## config.mk

```make
export PLATFORM = sky130hd
export DESIGN_NAME = seq_detect_scheduler
export DESIGN_NICKNAME = d
export VERILOG_FILES = /design/src/rtl/seq_detect_scheduler.sv
export SDC_FILE = /design/constraint.sdc
export NUM_CORES = 1
export LEC_CHECK = 0
export ABC_AREA = 1
export CAP_MARGIN = 20
export CORE_AREA = 2 2 101 103
export DETAILED_ROUTE_END_ITERATION = 6
export DIE_AREA = 0 0 103 105
export GPL_ROUTABILITY_DRIVEN = 0
export PLACE_DENSITY_LB_ADDON = 0.05
export SLEW_MARGIN = 20
export SYNTH_ARGS = -nofsm -noshare
export SYNTH_HDL_FRONTEND = slang
export SYNTH_SLANG_ARGS = --single-unit
```

## constraint.sdc

```tcl
create_clock -name clk -period 1.7 [get_ports clk]
set_input_delay 0.255 -clock clk [delete_from_list [all_inputs] [get_ports clk]]
set_output_delay 0.255 -clock clk [all_outputs]
set_load 0.005 [all_outputs]
```

## src/rtl/seq_detect_scheduler.sv

```systemverilog
`timescale 1ns/1ps
`default_nettype none
// seq_detect_scheduler: round-robins a bank of pattern slots through one external serial
// sequence detector and attributes its matches. Build macro: SEQ_SCHED_CONTINUOUS_EN.
module seq_detect_scheduler #(
    parameter int NUM_SLOTS = 4,
    parameter int WINDOW    = 16,
    parameter int CNT_W     = 8
) (
    input  logic                         clk,
    input  logic                         rst_n,
    input  logic                         ena,
    input  logic                         cfg_we,
    input  logic [$clog2(NUM_SLOTS)-1:0] cfg_addr,
    input  logic [7:0]                   cfg_pattern,
    input  logic [3:0]                   cfg_len,
    input  logic                         cfg_en,
    input  logic                         start,
    input  logic                         stop,
    input  logic                         bit_valid,
    input  logic                         bit_in,
    output logic [7:0]                   det_pattern,
    output logic [3:0]                   det_len,
    output logic                         det_clr,
    output logic                         det_valid,
    output logic                         det_bit,
    input  logic                         det_match,
    output logic                         busy,
    output logic                         hit,
    output logic [$clog2(NUM_SLOTS)-1:0] hit_slot,
    output logic [CNT_W-1:0]             match_cnt,
    output logic                         done
);

    localparam int SLOT_W = $clog2(NUM_SLOTS);
    localparam int BCNT_W = (WINDOW > 1) ? $clog2(WINDOW) : 1;
    localparam logic [SLOT_W-1:0] LAST_SLOT = SLOT_W'(NUM_SLOTS - 1);
    localparam logic [BCNT_W-1:0] LAST_BIT  = BCNT_W'(WINDOW - 1);

    localparam logic [2:0] S_IDLE = 3'd0;
    localparam logic [2:0] S_SCAN = 3'd1;
    localparam logic [2:0] S_LOAD = 3'd2;
    localparam logic [2:0] S_RUN  = 3'd3;
    localparam logic [2:0] S_FIN  = 3'd4;

    logic [7:0]          slot_pat_q [NUM_SLOTS];
    logic [3:0]          slot_len_q [NUM_SLOTS];
    logic                slot_en_q  [NUM_SLOTS];
    logic [NUM_SLOTS-1:0] slot_ok;

    logic [2:0]          state_q, state_d;
    logic [SLOT_W-1:0]   cur_slot_q, cur_slot_d;
    logic [BCNT_W-1:0]   bit_cnt_q, bit_cnt_d;
    logic [7:0]          det_pattern_q, det_pattern_d;
    logic [3:0]          det_len_q, det_len_d;

    logic                found;
    logic [SLOT_W-1:0]   found_idx;

    logic                acc_q;
    logic [SLOT_W-1:0]   acc_slot_q;
    logic                hit_q;
    logic [SLOT_W-1:0]   hit_slot_q;
    logic [CNT_W-1:0]    match_cnt_q;
    logic                count_match;

    // Slot bank; writes are accepted in every state and regardless of ena.
    always_ff @(posedge clk or negedge rst_n) begin
        if (!rst_n) begin
            for (int i = 0; i < NUM_SLOTS; i++) begin
                slot_pat_q[i] <= '0;
                slot_len_q[i] <= '0;
                slot_en_q[i]  <= 1'b0;
            end
        end else if (cfg_we) begin
            slot_pat_q[cfg_addr] <= cfg_pattern;
            slot_len_q[cfg_addr] <= cfg_len;
            slot_en_q[cfg_addr]  <= cfg_en;
        end
    end

    always_comb begin
        for (int i = 0; i < NUM_SLOTS; i++) begin
            slot_ok[i] = slot_en_q[i] && (slot_len_q[i] != 4'd0) && (slot_len_q[i] <= 4'd8);
        end
    end

    // Lowest schedulable slot at or above the current position.
    always_comb begin
        found     = 1'b0;
        found_idx = '0;
        for (int i = NUM_SLOTS - 1; i >= 0; i--) begin
            if (slot_ok[i] && (SLOT_W'(i) >= cur_slot_q)) begin
                found     = 1'b1;
                found_idx = SLOT_W'(i);
            end
        end
    end

    always_ff @(posedge clk or negedge rst_n) begin
        if (!rst_n) begin
            state_q       <= S_IDLE;
            cur_slot_q    <= '0;
            bit_cnt_q     <= '0;
            det_pattern_q <= '0;
            det_len_q     <= '0;
        end else begin
            state_q       <= state_d;
            cur_slot_q    <= cur_slot_d;
            bit_cnt_q     <= bit_cnt_d;
            det_pattern_q <= det_pattern_d;
            det_len_q     <= det_len_d;
        end
    end

    always_comb begin
        state_d       = state_q;
        cur_slot_d    = cur_slot_q;
        bit_cnt_d     = bit_cnt_q;
        det_pattern_d = det_pattern_q;
        det_len_d     = det_len_q;
        if (ena) begin
            if (stop && (state_q != S_IDLE) && (state_q != S_FIN)) begin
                state_d = S_FIN;
            end else begin
                case (state_q)
                    S_IDLE: begin
                        if (start && !stop) begin
                            state_d    = S_SCAN;
                            cur_slot_d = '0;
                        end
                    end
                    S_SCAN: begin
                        if (found) begin
                            cur_slot_d = found_idx;
                            state_d    = S_LOAD;
`ifdef SEQ_SCHED_CONTINUOUS_EN
                        end else if (cur_slot_q != '0) begin
                            cur_slot_d = '0;
`endif
                        end else begin
                            state_d = S_FIN;
                        end
                    end
                    S_LOAD: begin
                        det_pattern_d = slot_pat_q[cur_slot_q];
                        det_len_d     = slot_len_q[cur_slot_q];
                        bit_cnt_d     = '0;
                        state_d       = S_RUN;
                    end
                    S_RUN: begin
                        if (bit_valid) begin
                            if (bit_cnt_q == LAST_BIT) begin
                                if (cur_slot_q == LAST_SLOT) begin
`ifdef SEQ_SCHED_CONTINUOUS_EN
                                    cur_slot_d = '0;
                                    state_d    = S_SCAN;
`else
                                    state_d    = S_FIN;
`endif
                                end else begin
                                    cur_slot_d = cur_slot_q + SLOT_W'(1);
                                    state_d    = S_SCAN;
                                end
                            end else begin
                                bit_cnt_d = bit_cnt_q + BCNT_W'(1);
                            end
                        end
                    end
                    S_FIN: begin
                        cur_slot_d = '0;
                        state_d    = S_IDLE;
                    end
                    default: state_d = S_IDLE;
                endcase
            end
        end
    end

    // Pulses are qualified by ena so a frozen FSM never stretches them.
    always_comb begin
        det_clr   = ena && (state_q == S_LOAD);
        done      = ena && (state_q == S_FIN);
        busy      = (state_q != S_IDLE);
        det_valid = ena && bit_valid && (state_q == S_RUN);
        det_bit   = bit_in;
    end

    // The detector answers one cycle after an accepted bit, so acceptance is delayed to qualify it.
    assign count_match = ena && !stop && acc_q && det_match;

    always_ff @(posedge clk or negedge rst_n) begin
        if (!rst_n) begin
            acc_q       <= 1'b0;
            acc_slot_q  <= '0;
            hit_q       <= 1'b0;
            hit_slot_q  <= '0;
            match_cnt_q <= '0;
        end else begin
            hit_q <= count_match;
            if (count_match) begin
                hit_slot_q <= acc_slot_q;
            end
            if (ena) begin
                acc_q <= det_valid && !stop;
                if (det_valid) begin
                    acc_slot_q <= cur_slot_q;
                end
            end
            if (ena && (state_q == S_IDLE) && start && !stop) begin
                match_cnt_q <= '0;
            end else if (count_match && (match_cnt_q != {CNT_W{1'b1}})) begin
                match_cnt_q <= match_cnt_q + CNT_W'(1);
            end
        end
    end

    assign det_pattern = det_pattern_q;
    assign det_len     = det_len_q;
    assign hit         = hit_q;
    assign hit_slot    = hit_slot_q;
    assign match_cnt   = match_cnt_q;

endmodule
`default_nettype wire

```

==> reports/metrics.csv <==
metric,value,unit
outcome,"complete, no violations",
grt_pass1_vias,3519,
fmax,0.6364,GHz
filler_cell_count,931,
seqCellArea,0.002177,sq mm
synth_top_area_share,50.77,%
fin_hold_ws,0.3732,ns
wirelength,9.735,mm
syn_inst,527,
final_cells,733,
ys_warn_count,0,
skew,0.009273,ns
coreArea,0.009639,sq mm
finalCoreUtilization,55.74,%
ys_seq_area_share,50.77,%
avgRoutedWirePerCell,13.28,um
num_io_pins,52,
synth.distinct_cells,34,
synth_area_leaders,"dfrtp_1 51%, nand2_1 11%, o21ai_0 10%",
cp.arrival,1.32,ns
multi_input_area,0.001851,sq mm
dp_hpwl,6.689,mm
finalHoldViolCount,0,
clk_latency,0.36,ns
placed_cells,712,
crit_path_top_delay_cell,dfrtp_1,
crit_chain,"buf_4, nand2_4, nor2_8, inv_2, nor3_4, buf_2",
fin_crit_sh,92.44,%
grt_overflow,0,
cts_htree_levels,3,
initial_utilization,44.48,%
first_pass_iters,4,
synth_nets,556,
cp_max_fo,4,
required,1.44,ns
rows,36,
antenna_left,0,
port_buffers,49,
synth-edff-count,0,
ys.flop_type,dfrtp_1,
cts_max_path_buffers,2,
antenna_found_initial,0,
yosysTopAreaCell,dfrtp_1,
antennaDiodeCount,0,
die_x,103,um
cts_tree,done,
cp-end-kind,output pin,
via_per_inst,4.839,
fin_crit,1.571,ns
slew_headroom,73.30,%
hp-class,primary input to async pin,
power.total,7.133,mW
async_reset_ff_share,100.0,%
grt_max_degree,39,
die_area,0.01082,sq mm
dp_slack,-0.1060,ns
drv_slew,0,
finalNetCount,624,
cts-root-buf,clkbuf_8,
drc,0,
setup_viol,0,
final_common_cell,nand2_1,
avgSynthCellArea,8.136,sq um
first_iter_violations,165,
final_cell_mix,"130 x nand2_1, 87 x dfrtp_1, 86 x o21ai_0, 68 x nor2_1, 44 x clkdlybuf4s50_1",
clock-sinks,87,
cp-start-kind,flip-flop,
syn_area,0.004288,sq mm
setup_slack,0.1286,ns
num_vias,3547,
leakage,2.569,nW
crit_path_max_incr_delay,0.36,ns
grt_usage,19.38,%
die_h,105,um
cts.clk_slew.worst_paths,0.09,ns
pwr_density_cell,1328,mW/mm^2
drive_above_1_share,15.33,%
syn_to_final_growth,25.30,%
synth_seq_cells,87,
rsz0062_at_grt,true,
cap_violations,0,
vdd_drop_max,0.5821,mV
tightest_slew,0.4005,ns
critical_path_class,flip-flop to output pin,
numCtsBuffers,9,
grt_pass1_wl,16.60,mm
## state kept, by name, summed over array words and instances (netlist names)
register	count
det_len	4
bit_cnt_q	4
hit	1
acc_q	1
slot_pat_q	32
acc_slot_q	2
match_cnt	8
slot_len_q	16
state_q	3
cur_slot_q	2
det_pattern	8
hit_slot	2
slot_en_q	4
## area by class of cell
class | instances | share of cell area [%]
Tap cell | 133 | 3.097
Clock inverter | 7 | 2.375
Timing Repair Buffer | 76 | 13.76
Inverter | 50 | 3.493
Sequential cell | 87 | 40.52
Clock buffer | 9 | 2.306
Multi-Input combinational cell | 371 | 34.44
## cells by family after synthesis
family,after synthesis,share of synthesized area [%]
adder cells (fa/ha/maj),5,1.459
flip-flops,87,50.77
buffers and inverters,69,6.595
AO/OA/AOI/OAI,113,15.23
XOR/XNOR,3,0.6129
AND/OR/NAND/NOR,250,25.33
## per-layer routing
layer,up-vias,share of wire (%),global-route usage (%)
met4,0,0.62,4.605
met3,6,3.6,4.080
met1,1648,49,27.07
li1,1825,-,-
met5,-,0,0
met2,68,47,30.80
## stage by stage
step | setup TNS, ns | cell area (sq um)
finish | 0 | 5373
global route | -0.004558 | 5373
CTS | -0.003007 | 5361
detailed placement | -0.2202 | 5075
global placement | -0.1564 | 5075
floorplan | 0 | 4289
## critical path: cells and delay by family (launching register included)
kind	cells	cell delay, ns
AND/OR/NAND/NOR	3	0.27
buffers and inverters	3	0.33
flip-flops	1	0.36
## path summary, 6_finish.rpt
check	from	slack [ns]	end	depth (start not counted)
setup / recovery	state_q[0]$_DFFE_PN0P_	0.13	det_valid	6
hold / removal	rst_n	0.37	state_q[0]$_DFFE_PN0P_	2
setup reg to reg	state_q[0]$_DFFE_PN0P_	0.14	match_cnt[6]$_DFFE_PN0P_	12
hold reg to reg	acc_slot_q[1]$_DFFE_PN0P_	0.48	hit_slot[1]$_DFFE_PN0P_	2
max in group asynchronous	rst_n	0.69	match_cnt[2]$_DFFE_PN0P_	3
min in group clk	acc_slot_q[1]$_DFFE_PN0P_	0.48	hit_slot[1]$_DFFE_PN0P_	2
## cell usage after synthesis (3+ instances only)
| master | count |
|---|---|
| nand2_1 | 130 |
| dfrtp_1 | 87 |
| o21ai_0 | 86 |
| nor2_1 | 69 |
| inv_1 | 44 |
| nand3_1 | 23 |
| clkbuf_1 | 11 |
| nor2_2 | 10 |
| a31oi_2 | 8 |
| inv_2 | 6 |
| a21oi_1 | 5 |
| ha_1 | 5 |
| a31oi_1 | 4 |
| buf_2 | 4 |
| nand2_2 | 4 |
| buf_4 | 3 |
| nand2_4 | 3 |
| nor3_1 | 3 |
| o31ai_1 | 3 |
## what timing repair did
item                                    CTS  global route
setup buffers                             3             1
endpoints found under the setup margin    4            12
endpoints found under the hold margin    27             0
pin swaps                                 0             2
resized for setup                         8            14
hold buffers                              1             0
gates cloned                              0             0
## report_power, final
group | total, mW | switching, mW | leakage [nW] | internal, mW
registers | 2.90 | 0.350 | 1.09 | 2.55
clock network | 1.79 | 0.791 | 0.126 | 0.997
logic | 2.45 | 1.31 | 1.35 | 1.14
Note: power is estimated with default switching activity, not from simulation.
